[src/rtl/boa_xm_pkg.sv]
// Shared types for the slow external-memory responders: FSM states,
// half-select encoding and wait-counter width.
package boa_xm_pkg;

  typedef enum logic [2:0] {
    IDLE = 3'd0,
    ADDR = 3'd1,
    STB  = 3'd2,
    HOLD = 3'd3,
    DONE = 3'd4
  } state_e;

  localparam logic HALF_LO = 1'b0;
  localparam logic HALF_HI = 1'b1;
  localparam int   WAIT_W  = 4;

  // Byte enables belonging to one 16-bit half of the word.
  function automatic logic [1:0] half_be(input logic [3:0] be, input logic half);
    return (half == HALF_HI) ? be[3:2] : be[1:0];
  endfunction

endpackage

[src/rtl/boa_xm_sram_ctrl_if.sv]
// Word request/response bus between the cache's external port and the responder.
// Handshake: the master holds re/we/addr/wdata stable until bus_ready pulses for one cycle.
interface boa_xm_bus_if #(
  parameter int alen = 24
);
  logic              bus_re;
  logic [3:0]        bus_we;
  logic [alen-3:0]   bus_addr;
  logic [31:0]       bus_wdata;
  logic              bus_ready;
  logic [31:0]       bus_rdata;

  modport master (
    output bus_re, bus_we, bus_addr, bus_wdata,
    input  bus_ready, bus_rdata
  );

  modport slave (
    input  bus_re, bus_we, bus_addr, bus_wdata,
    output bus_ready, bus_rdata
  );
endinterface

[src/rtl/boa_xm_wait_timer.sv]
// Loadable down-counter for strobe wait states; last is high once the count reaches zero.
module boa_xm_wait_timer
  import boa_xm_pkg::*;
(
  input  logic              clk,
  input  logic              rst,
  input  logic              load,
  input  logic              dec,
  input  logic [WAIT_W-1:0] load_val,
  output logic              last
);

  logic [WAIT_W-1:0] cnt_q, cnt_d;

  always_comb begin
    cnt_d = cnt_q;
    if (load)
      cnt_d = load_val;
    else if (dec && (cnt_q != '0))
      cnt_d = cnt_q - 1'b1;
  end

  always_ff @(posedge clk) begin
    if (!rst) cnt_q <= '0;
    else      cnt_q <= cnt_d;
  end

  assign last = (cnt_q == '0);

endmodule

[src/rtl/boa_xm_sram_ctrl.sv]
// Answers 32-bit word reads/writes as two 16-bit accesses to an asynchronous
// SRAM/PSRAM, with wait_cycles extra strobe cycles per half.
module boa_xm_sram_ctrl
  import boa_xm_pkg::*;
#(
  parameter int alen        = 24,
  parameter int wait_cycles = 1,
  parameter int sram_awidth = alen - 1
) (
  input  logic                   clk,
  input  logic                   rst,
  boa_xm_bus_if.slave            bus,
  output logic [sram_awidth-1:0] sram_addr,
  output logic [15:0]            sram_dq_o,
  output logic                   sram_dq_oe,
  input  logic [15:0]            sram_dq_i,
  output logic                   sram_ce_n,
  output logic                   sram_oe_n,
  output logic                   sram_we_n,
  output logic                   sram_ub_n,
  output logic                   sram_lb_n,
  output state_e                 dbg_state
);

  state_e          state_q, state_d;
  logic            half_q, half_d;
  logic            is_wr_q, is_wr_d;
  logic [3:0]      be_q, be_d;
  logic [alen-3:0] addr_q, addr_d;
  logic [31:0]     wdata_q, wdata_d;
  logic [15:0]     lo_q, lo_d;
  logic [31:0]     rdata_q, rdata_d;
  logic            tmr_load, tmr_dec, tmr_last;
  logic [1:0]      cur_be;

  boa_xm_wait_timer u_timer (
    .clk      (clk),
    .rst      (rst),
    .load     (tmr_load),
    .dec      (tmr_dec),
    .load_val (WAIT_W'(wait_cycles)),
    .last     (tmr_last)
  );

  always_comb begin
    state_d  = state_q;
    half_d   = half_q;
    is_wr_d  = is_wr_q;
    be_d     = be_q;
    addr_d   = addr_q;
    wdata_d  = wdata_q;
    lo_d     = lo_q;
    rdata_d  = rdata_q;
    tmr_load = 1'b0;
    tmr_dec  = 1'b0;
    case (state_q)
      IDLE: begin
        if (bus.bus_re || (bus.bus_we != 4'b0000)) begin
          addr_d  = bus.bus_addr;
          wdata_d = bus.bus_wdata;
          be_d    = bus.bus_we;
          is_wr_d = (bus.bus_we != 4'b0000);
          rdata_d = '0;
          // A write with no low-half lanes starts directly on the high half.
          half_d  = ((bus.bus_we != 4'b0000) && (bus.bus_we[1:0] == 2'b00)) ? HALF_HI : HALF_LO;
          state_d = ADDR;
        end
      end
      ADDR: begin
        tmr_load = 1'b1;
        state_d  = STB;
      end
      STB: begin
        tmr_dec = 1'b1;
        if (tmr_last) begin
          if (is_wr_q) begin
            state_d = HOLD;
          end else if (half_q == HALF_LO) begin
            lo_d    = sram_dq_i;
            half_d  = HALF_HI;
            state_d = ADDR;
          end else begin
            rdata_d = {sram_dq_i, lo_q};
            state_d = DONE;
          end
        end
      end
      HOLD: begin
        if ((half_q == HALF_LO) && (be_q[3:2] != 2'b00)) begin
          half_d  = HALF_HI;
          state_d = ADDR;
        end else begin
          state_d = DONE;
        end
      end
      DONE:    state_d = IDLE;
      default: state_d = IDLE;
    endcase
  end

  always_ff @(posedge clk) begin
    if (!rst) begin
      state_q <= IDLE;
      half_q  <= HALF_LO;
      is_wr_q <= 1'b0;
      be_q    <= '0;
      addr_q  <= '0;
      wdata_q <= '0;
      lo_q    <= '0;
      rdata_q <= '0;
    end else begin
      state_q <= state_d;
      half_q  <= half_d;
      is_wr_q <= is_wr_d;
      be_q    <= be_d;
      addr_q  <= addr_d;
      wdata_q <= wdata_d;
      lo_q    <= lo_d;
      rdata_q <= rdata_d;
    end
  end

  assign cur_be = half_be(be_q, half_q);

  // Reads never drive the data bus, so dq_oe cannot overlap oe_n=0.
  always_comb begin
    sram_ce_n  = 1'b1;
    sram_oe_n  = 1'b1;
    sram_we_n  = 1'b1;
    sram_ub_n  = 1'b1;
    sram_lb_n  = 1'b1;
    sram_dq_oe = 1'b0;
    case (state_q)
      ADDR: begin
        sram_ce_n  = 1'b0;
        sram_dq_oe = is_wr_q;
      end
      STB: begin
        sram_ce_n = 1'b0;
        if (is_wr_q) begin
          sram_we_n  = 1'b0;
          sram_ub_n  = ~cur_be[1];
          sram_lb_n  = ~cur_be[0];
          sram_dq_oe = 1'b1;
        end else begin
          sram_oe_n = 1'b0;
          sram_ub_n = 1'b0;
          sram_lb_n = 1'b0;
        end
      end
      HOLD: begin
        sram_ce_n  = 1'b0;
        sram_ub_n  = ~cur_be[1];
        sram_lb_n  = ~cur_be[0];
        sram_dq_oe = 1'b1;
      end
      default: ;
    endcase
  end

  assign sram_addr     = sram_awidth'({addr_q, half_q});
  assign sram_dq_o     = is_wr_q ? ((half_q == HALF_HI) ? wdata_q[31:16] : wdata_q[15:0]) : 16'h0000;
  assign bus.bus_ready = (state_q == DONE);
  assign bus.bus_rdata = (state_q == DONE) ? rdata_q : 32'h0;
  assign dbg_state     = state_q;

endmodule

[src/flat_wrapper.sv]
// flat-port wrapper written by rule: the top's interface ports become plain ports
module boa_xm_sram_ctrl_flat import boa_xm_pkg::*;
#(
  parameter int alen        = 24,
  parameter int wait_cycles = 1,
  parameter int sram_awidth = alen - 1
)
  (clk, rst, sram_addr, sram_dq_o, sram_dq_oe, sram_dq_i, sram_ce_n, sram_oe_n, sram_we_n, sram_ub_n, sram_lb_n, dbg_state, bus_bus_re, bus_bus_we, bus_bus_addr, bus_bus_wdata, bus_bus_ready, bus_bus_rdata);
  boa_xm_bus_if #(.alen(alen)) bus_i ();
  input  logic clk;
  input  logic rst;
  output logic [sram_awidth-1:0] sram_addr;
  output logic [15:0] sram_dq_o;
  output logic sram_dq_oe;
  input  logic [15:0] sram_dq_i;
  output logic sram_ce_n;
  output logic sram_oe_n;
  output logic sram_we_n;
  output logic sram_ub_n;
  output logic sram_lb_n;
  output state_e dbg_state;
  input wire logic [$bits(bus_i.bus_re)-1:0] bus_bus_re;
  input wire logic [$bits(bus_i.bus_we)-1:0] bus_bus_we;
  input wire logic [$bits(bus_i.bus_addr)-1:0] bus_bus_addr;
  input wire logic [$bits(bus_i.bus_wdata)-1:0] bus_bus_wdata;
  output wire logic [$bits(bus_i.bus_ready)-1:0] bus_bus_ready;
  output wire logic [$bits(bus_i.bus_rdata)-1:0] bus_bus_rdata;
  assign bus_i.bus_re = bus_bus_re;
  assign bus_i.bus_we = bus_bus_we;
  assign bus_i.bus_addr = bus_bus_addr;
  assign bus_i.bus_wdata = bus_bus_wdata;
  assign bus_bus_ready = bus_i.bus_ready;
  assign bus_bus_rdata = bus_i.bus_rdata;
  boa_xm_sram_ctrl #(.alen(alen), .wait_cycles(wait_cycles), .sram_awidth(sram_awidth)) u_core (.clk(clk), .rst(rst), .bus(bus_i), .sram_addr(sram_addr), .sram_dq_o(sram_dq_o), .sram_dq_oe(sram_dq_oe), .sram_dq_i(sram_dq_i), .sram_ce_n(sram_ce_n), .sram_oe_n(sram_oe_n), .sram_we_n(sram_we_n), .sram_ub_n(sram_ub_n), .sram_lb_n(sram_lb_n), .dbg_state(dbg_state));
endmodule
[config.mk]
export PLATFORM = sky130hd
export DESIGN_NAME = boa_xm_sram_ctrl_flat
export DESIGN_NICKNAME = d
export VERILOG_FILES = /design/src/rtl/boa_xm_pkg.sv /design/src/rtl/boa_xm_sram_ctrl_if.sv /design/src/rtl/boa_xm_wait_timer.sv /design/src/rtl/boa_xm_sram_ctrl.sv /design/src/flat_wrapper.sv
export SDC_FILE = /design/constraint.sdc
export NUM_CORES = 1
export LEC_CHECK = 0
export BUFFER_PORTS_ARGS = -buffer_cell sky130_fd_sc_hd__buf_2
export CELL_PAD_IN_SITES_DETAIL_PLACEMENT = 1
export CELL_PAD_IN_SITES_GLOBAL_PLACEMENT = 2
export CORE_MARGIN = 3
export CORE_UTILIZATION = 31
export CTS_CLUSTER_DIAMETER = 120
export DETAILED_ROUTE_END_ITERATION = 6
export PLACE_DENSITY_LB_ADDON = 0.1
export SYNTH_ARGS = -nofsm -noshare
export SYNTH_HDL_FRONTEND = slang
export SYNTH_SLANG_ARGS = --single-unit
[constraint.sdc]
create_clock -name clk -period 3.3 [get_ports clk]
set_input_delay 0.33 -clock clk [delete_from_list [all_inputs] [get_ports clk]]
set_output_delay 0.33 -clock clk [all_outputs]
set_load 0.02 [all_outputs]
==> results.md <==
- Cells along the critical path: inv_1 > ha_1 > nor3b_1 > buf_4 > nand3_1 > and3_1 > a22o_1
- Vias: 4170
- Layout cell share with drive strength beyond 1: 0.300
- Routed vias/inst: 4.81
- Clk pin slew, worst setup/hold paths: 0.05 ns
- TritonCTS clock tree: done
- DRC errors left: 0
- PwrDens: 749 nW/um2
- Final Instance Area: 6100 um2
- Max Slew Vio Count: 0
- Final worst slack: 0.903 ns
- N_diodes: 0
- FFs w/ async S/R, synth: 0
- Yosys cell types: 40
- Wire length per cell: 15.4 um
- Status: finished, final reports clean
- Hold Path Class: input port to flop
- Router iterations before antenna repair: 5
- CP Max Fanout: 32
- Initial antenna violation count: 1
- # hold bufs at CTS: 0
- Number of synthesized flops with an enable pin: 0
- H-Tree Depth: 4
- Average size of a mapped cell: 8.70 um2
- Mapped cell area: 4620 um2
- Number of CTS-inserted buffers: 17
- CTS sink cnt: 115
- Max_slew headroom: 0.196
- RSZ-0062 raised after global routing: no
- FP Rows: 43
- Filler cell count: 1756
- Root Driver: clkbuf_16
- Port bufs: 157
- I/O pin cnt: 158
- Final setup violation count: 0
- Instance area at placement: 5500 um2
- 1st-iter DRT viols: 155
- Fin util: 0.430
- Post-CTS sizing: 0
- Register area share after synthesis: 0.498
- GRT Util Overall: 0.166
- Worst-margin pin slew: 1.21 ns
- Max Cap Viol: 0
- Core Region: 14200 um2
- Total gr overflow: 0
- Worst Path Required: 3.64 ns
- Top cell type's share of synthesized area: 0.498
- Worst setup SP type: flop
- Kind of critical path: flop to flop
- DRT Wirelength: 13.4 mm
- Initial core utilization: 0.325
- Final Cycle Share: 0.726
- Hpwl dp: 9.24 mm
- Global-route wire length before repair: 21.6 mm
- Register bit total from synthesis: 115
- CP arrival: 2.74 ns
- Final Hold Viols: 0
- Area contributors post-synth: dfxtp_1 (50%), nand2_1 (10%), a21oi_1 (7.4%), mux2i_1 (7.1%), a22o_1 (6.1%)
- Worst path max stage delay: 0.97 ns
- Post-route ant nets: 0
- Setup TNS Final: 0 ns
- Worst vdd ir: 0.472 mV
- Largest area contributor in the netlist: dfxtp_1
- Synth top cells by count: nand2_1 (125), dfxtp_1 (115), a21oi_1 (68)
- Die height: 128 um
- Main synth FF type: dfxtp_1
- Fin nets: 752
- Die area: 16400 um2
- Max Freq: 0.417 GHz
- Top-count cell post-synth: nand2_1
- Die Span X: 128 um
- CTS max path bufs: 2
- Slowest cell on crit path: and3_1
- Cells after Synth: 531
- Vias in the first global route: 4323
- Largest net degree at the start of global routing: 59
- Pre-CTS WS: 0.785 ns
- Yosys warnings: 0
- Setup Buffers After CTS: 0
- Clk_lat worst skew: 0.41 ns
- Leak: 2.85 nW
- Worst Skew: 0.00897 ns
- CP endpoint kind: flop
- Final Wtd Congestion: 0.757
- Min Tclk post-route: 2.40 ns
- Area Overhead vs Synth: 32.0%
- Mapped Nets: 609
[worst max-delay path: cells and delay by family (launching register included)]
| kind | cells | cell delay (ns) |
|---|---|---|
| buffers and inverters | 2 | 0.23 |
| adder cells (fa/ha/maj) | 1 | 0.24 |
| AO/OA/AOI/OAI | 1 | 0.29 |
| AND/OR/NAND/NOR | 3 | 1.22 |
| flip-flops | 1 | 0.35 |
[kinds of logic (layout without fill, tap and decap cells)]
logic type	count (synthesis)	after routing	synth area share
adders and majority gates	1	1	0.00271
AOI/OAI and AO/OA	115	115	0.157
and+or+nand+nor	219	219	0.216
muxes	35	35	0.0763
buffers and inverters	46	202	0.0498
DFF	115	115	0.498
[report_power, final]
group          internal (mW)  switching (mW)  total, mW
logic                  0.356           0.676       1.03
registers               1.55           0.119       1.67
clock network           1.24           0.628       1.86
[state kept, by name, summed over array words and instances (netlist names)]
name                  cells
u_core.wdata_q           32
u_core.lo_q              16
u_core.u_timer.cnt_q      4
u_core.dbg_state          3
u_core.is_wr_q            1
u_core.addr_q            22
u_core.rdata_q           32
u_core.half_q             1
u_core.be_q               4
[per-layer routing]
| metal | track usage | part of all wire | vias to the layer above |
|---|---|---|---|
| met5 | 0 | 0.00052 | - |
| met4 | 0.0587 | 0.0090 | 2 |
| met3 | 0.0579 | 0.060 | 12 |
| met2 | 0.279 | 0.50 | 101 |
| met1 | 0.197 | 0.43 | 1977 |
| li1 | - | - | 2078 |
[final timing paths]
path | startpoint | slack (ns) | depth (start not counted) | endpoint
hold / removal | bus_bus_addr[9] | 0.15 | 3 | u_core.addr_q[9]$_SDFFE_PN0P_
hold reg to reg | u_core.addr_q[7]$_SDFFE_PN0P_ | 0.45 | 2 | u_core.addr_q[7]$_SDFFE_PN0P_
setup / recovery | u_core.u_timer.cnt_q[0]$_SDFFE_PN0P_ | 0.90 | 7 | u_core.rdata_q[29]$_SDFFE_PN0P_
setup reg to reg | u_core.u_timer.cnt_q[0]$_SDFFE_PN0P_ | 0.90 | 7 | u_core.rdata_q[29]$_SDFFE_PN0P_
[placed cells by master, fill, tap and decap left out, types with 2 or more instances in the layout]
cell type  netlist  routed
buf_2           13     157
clkinv_2         0       7
buf_4            5       8
a21oi_1         68      68
a22o_1          32      32
mux2i_1         33      33
nor2b_1          3       3
nand2_1        125     125
nor3b_1          4       3
and2_1          32      32
inv_1            4       3
and3_1           3       3
clkbuf_8         0       3
nor2_1          37      36
bufinv_16        0       3
nor3_1           3       3
dfxtp_1        115     115
mux2_2           2       2
clkbuf_16        0      17
o21ai_0          6       6
[area by class of cell]
class	instances	area [um2]	share of cell area
clock inverters	11	133	0.0217
flip-flops and latches	115	2300	0.377
multi-input cells	370	2110	0.345
inverters	5	18.8	0.00308
repair buffers	165	846	0.139
clock buffers	21	470	0.0771
well taps	180	225	0.0369
[through the flow]
step                instances  hold WS (ns)  total power [mW]
finish                    867         0.150              4.57
global route              867         0.141              4.84
CTS                       867         0.136              4.65
detailed placement        835         0.445              2.76
global placement          835         0.440              2.73
floorplan                 531         0.434              2.45
No activity file was read; power rests on OpenSTA's default activity.
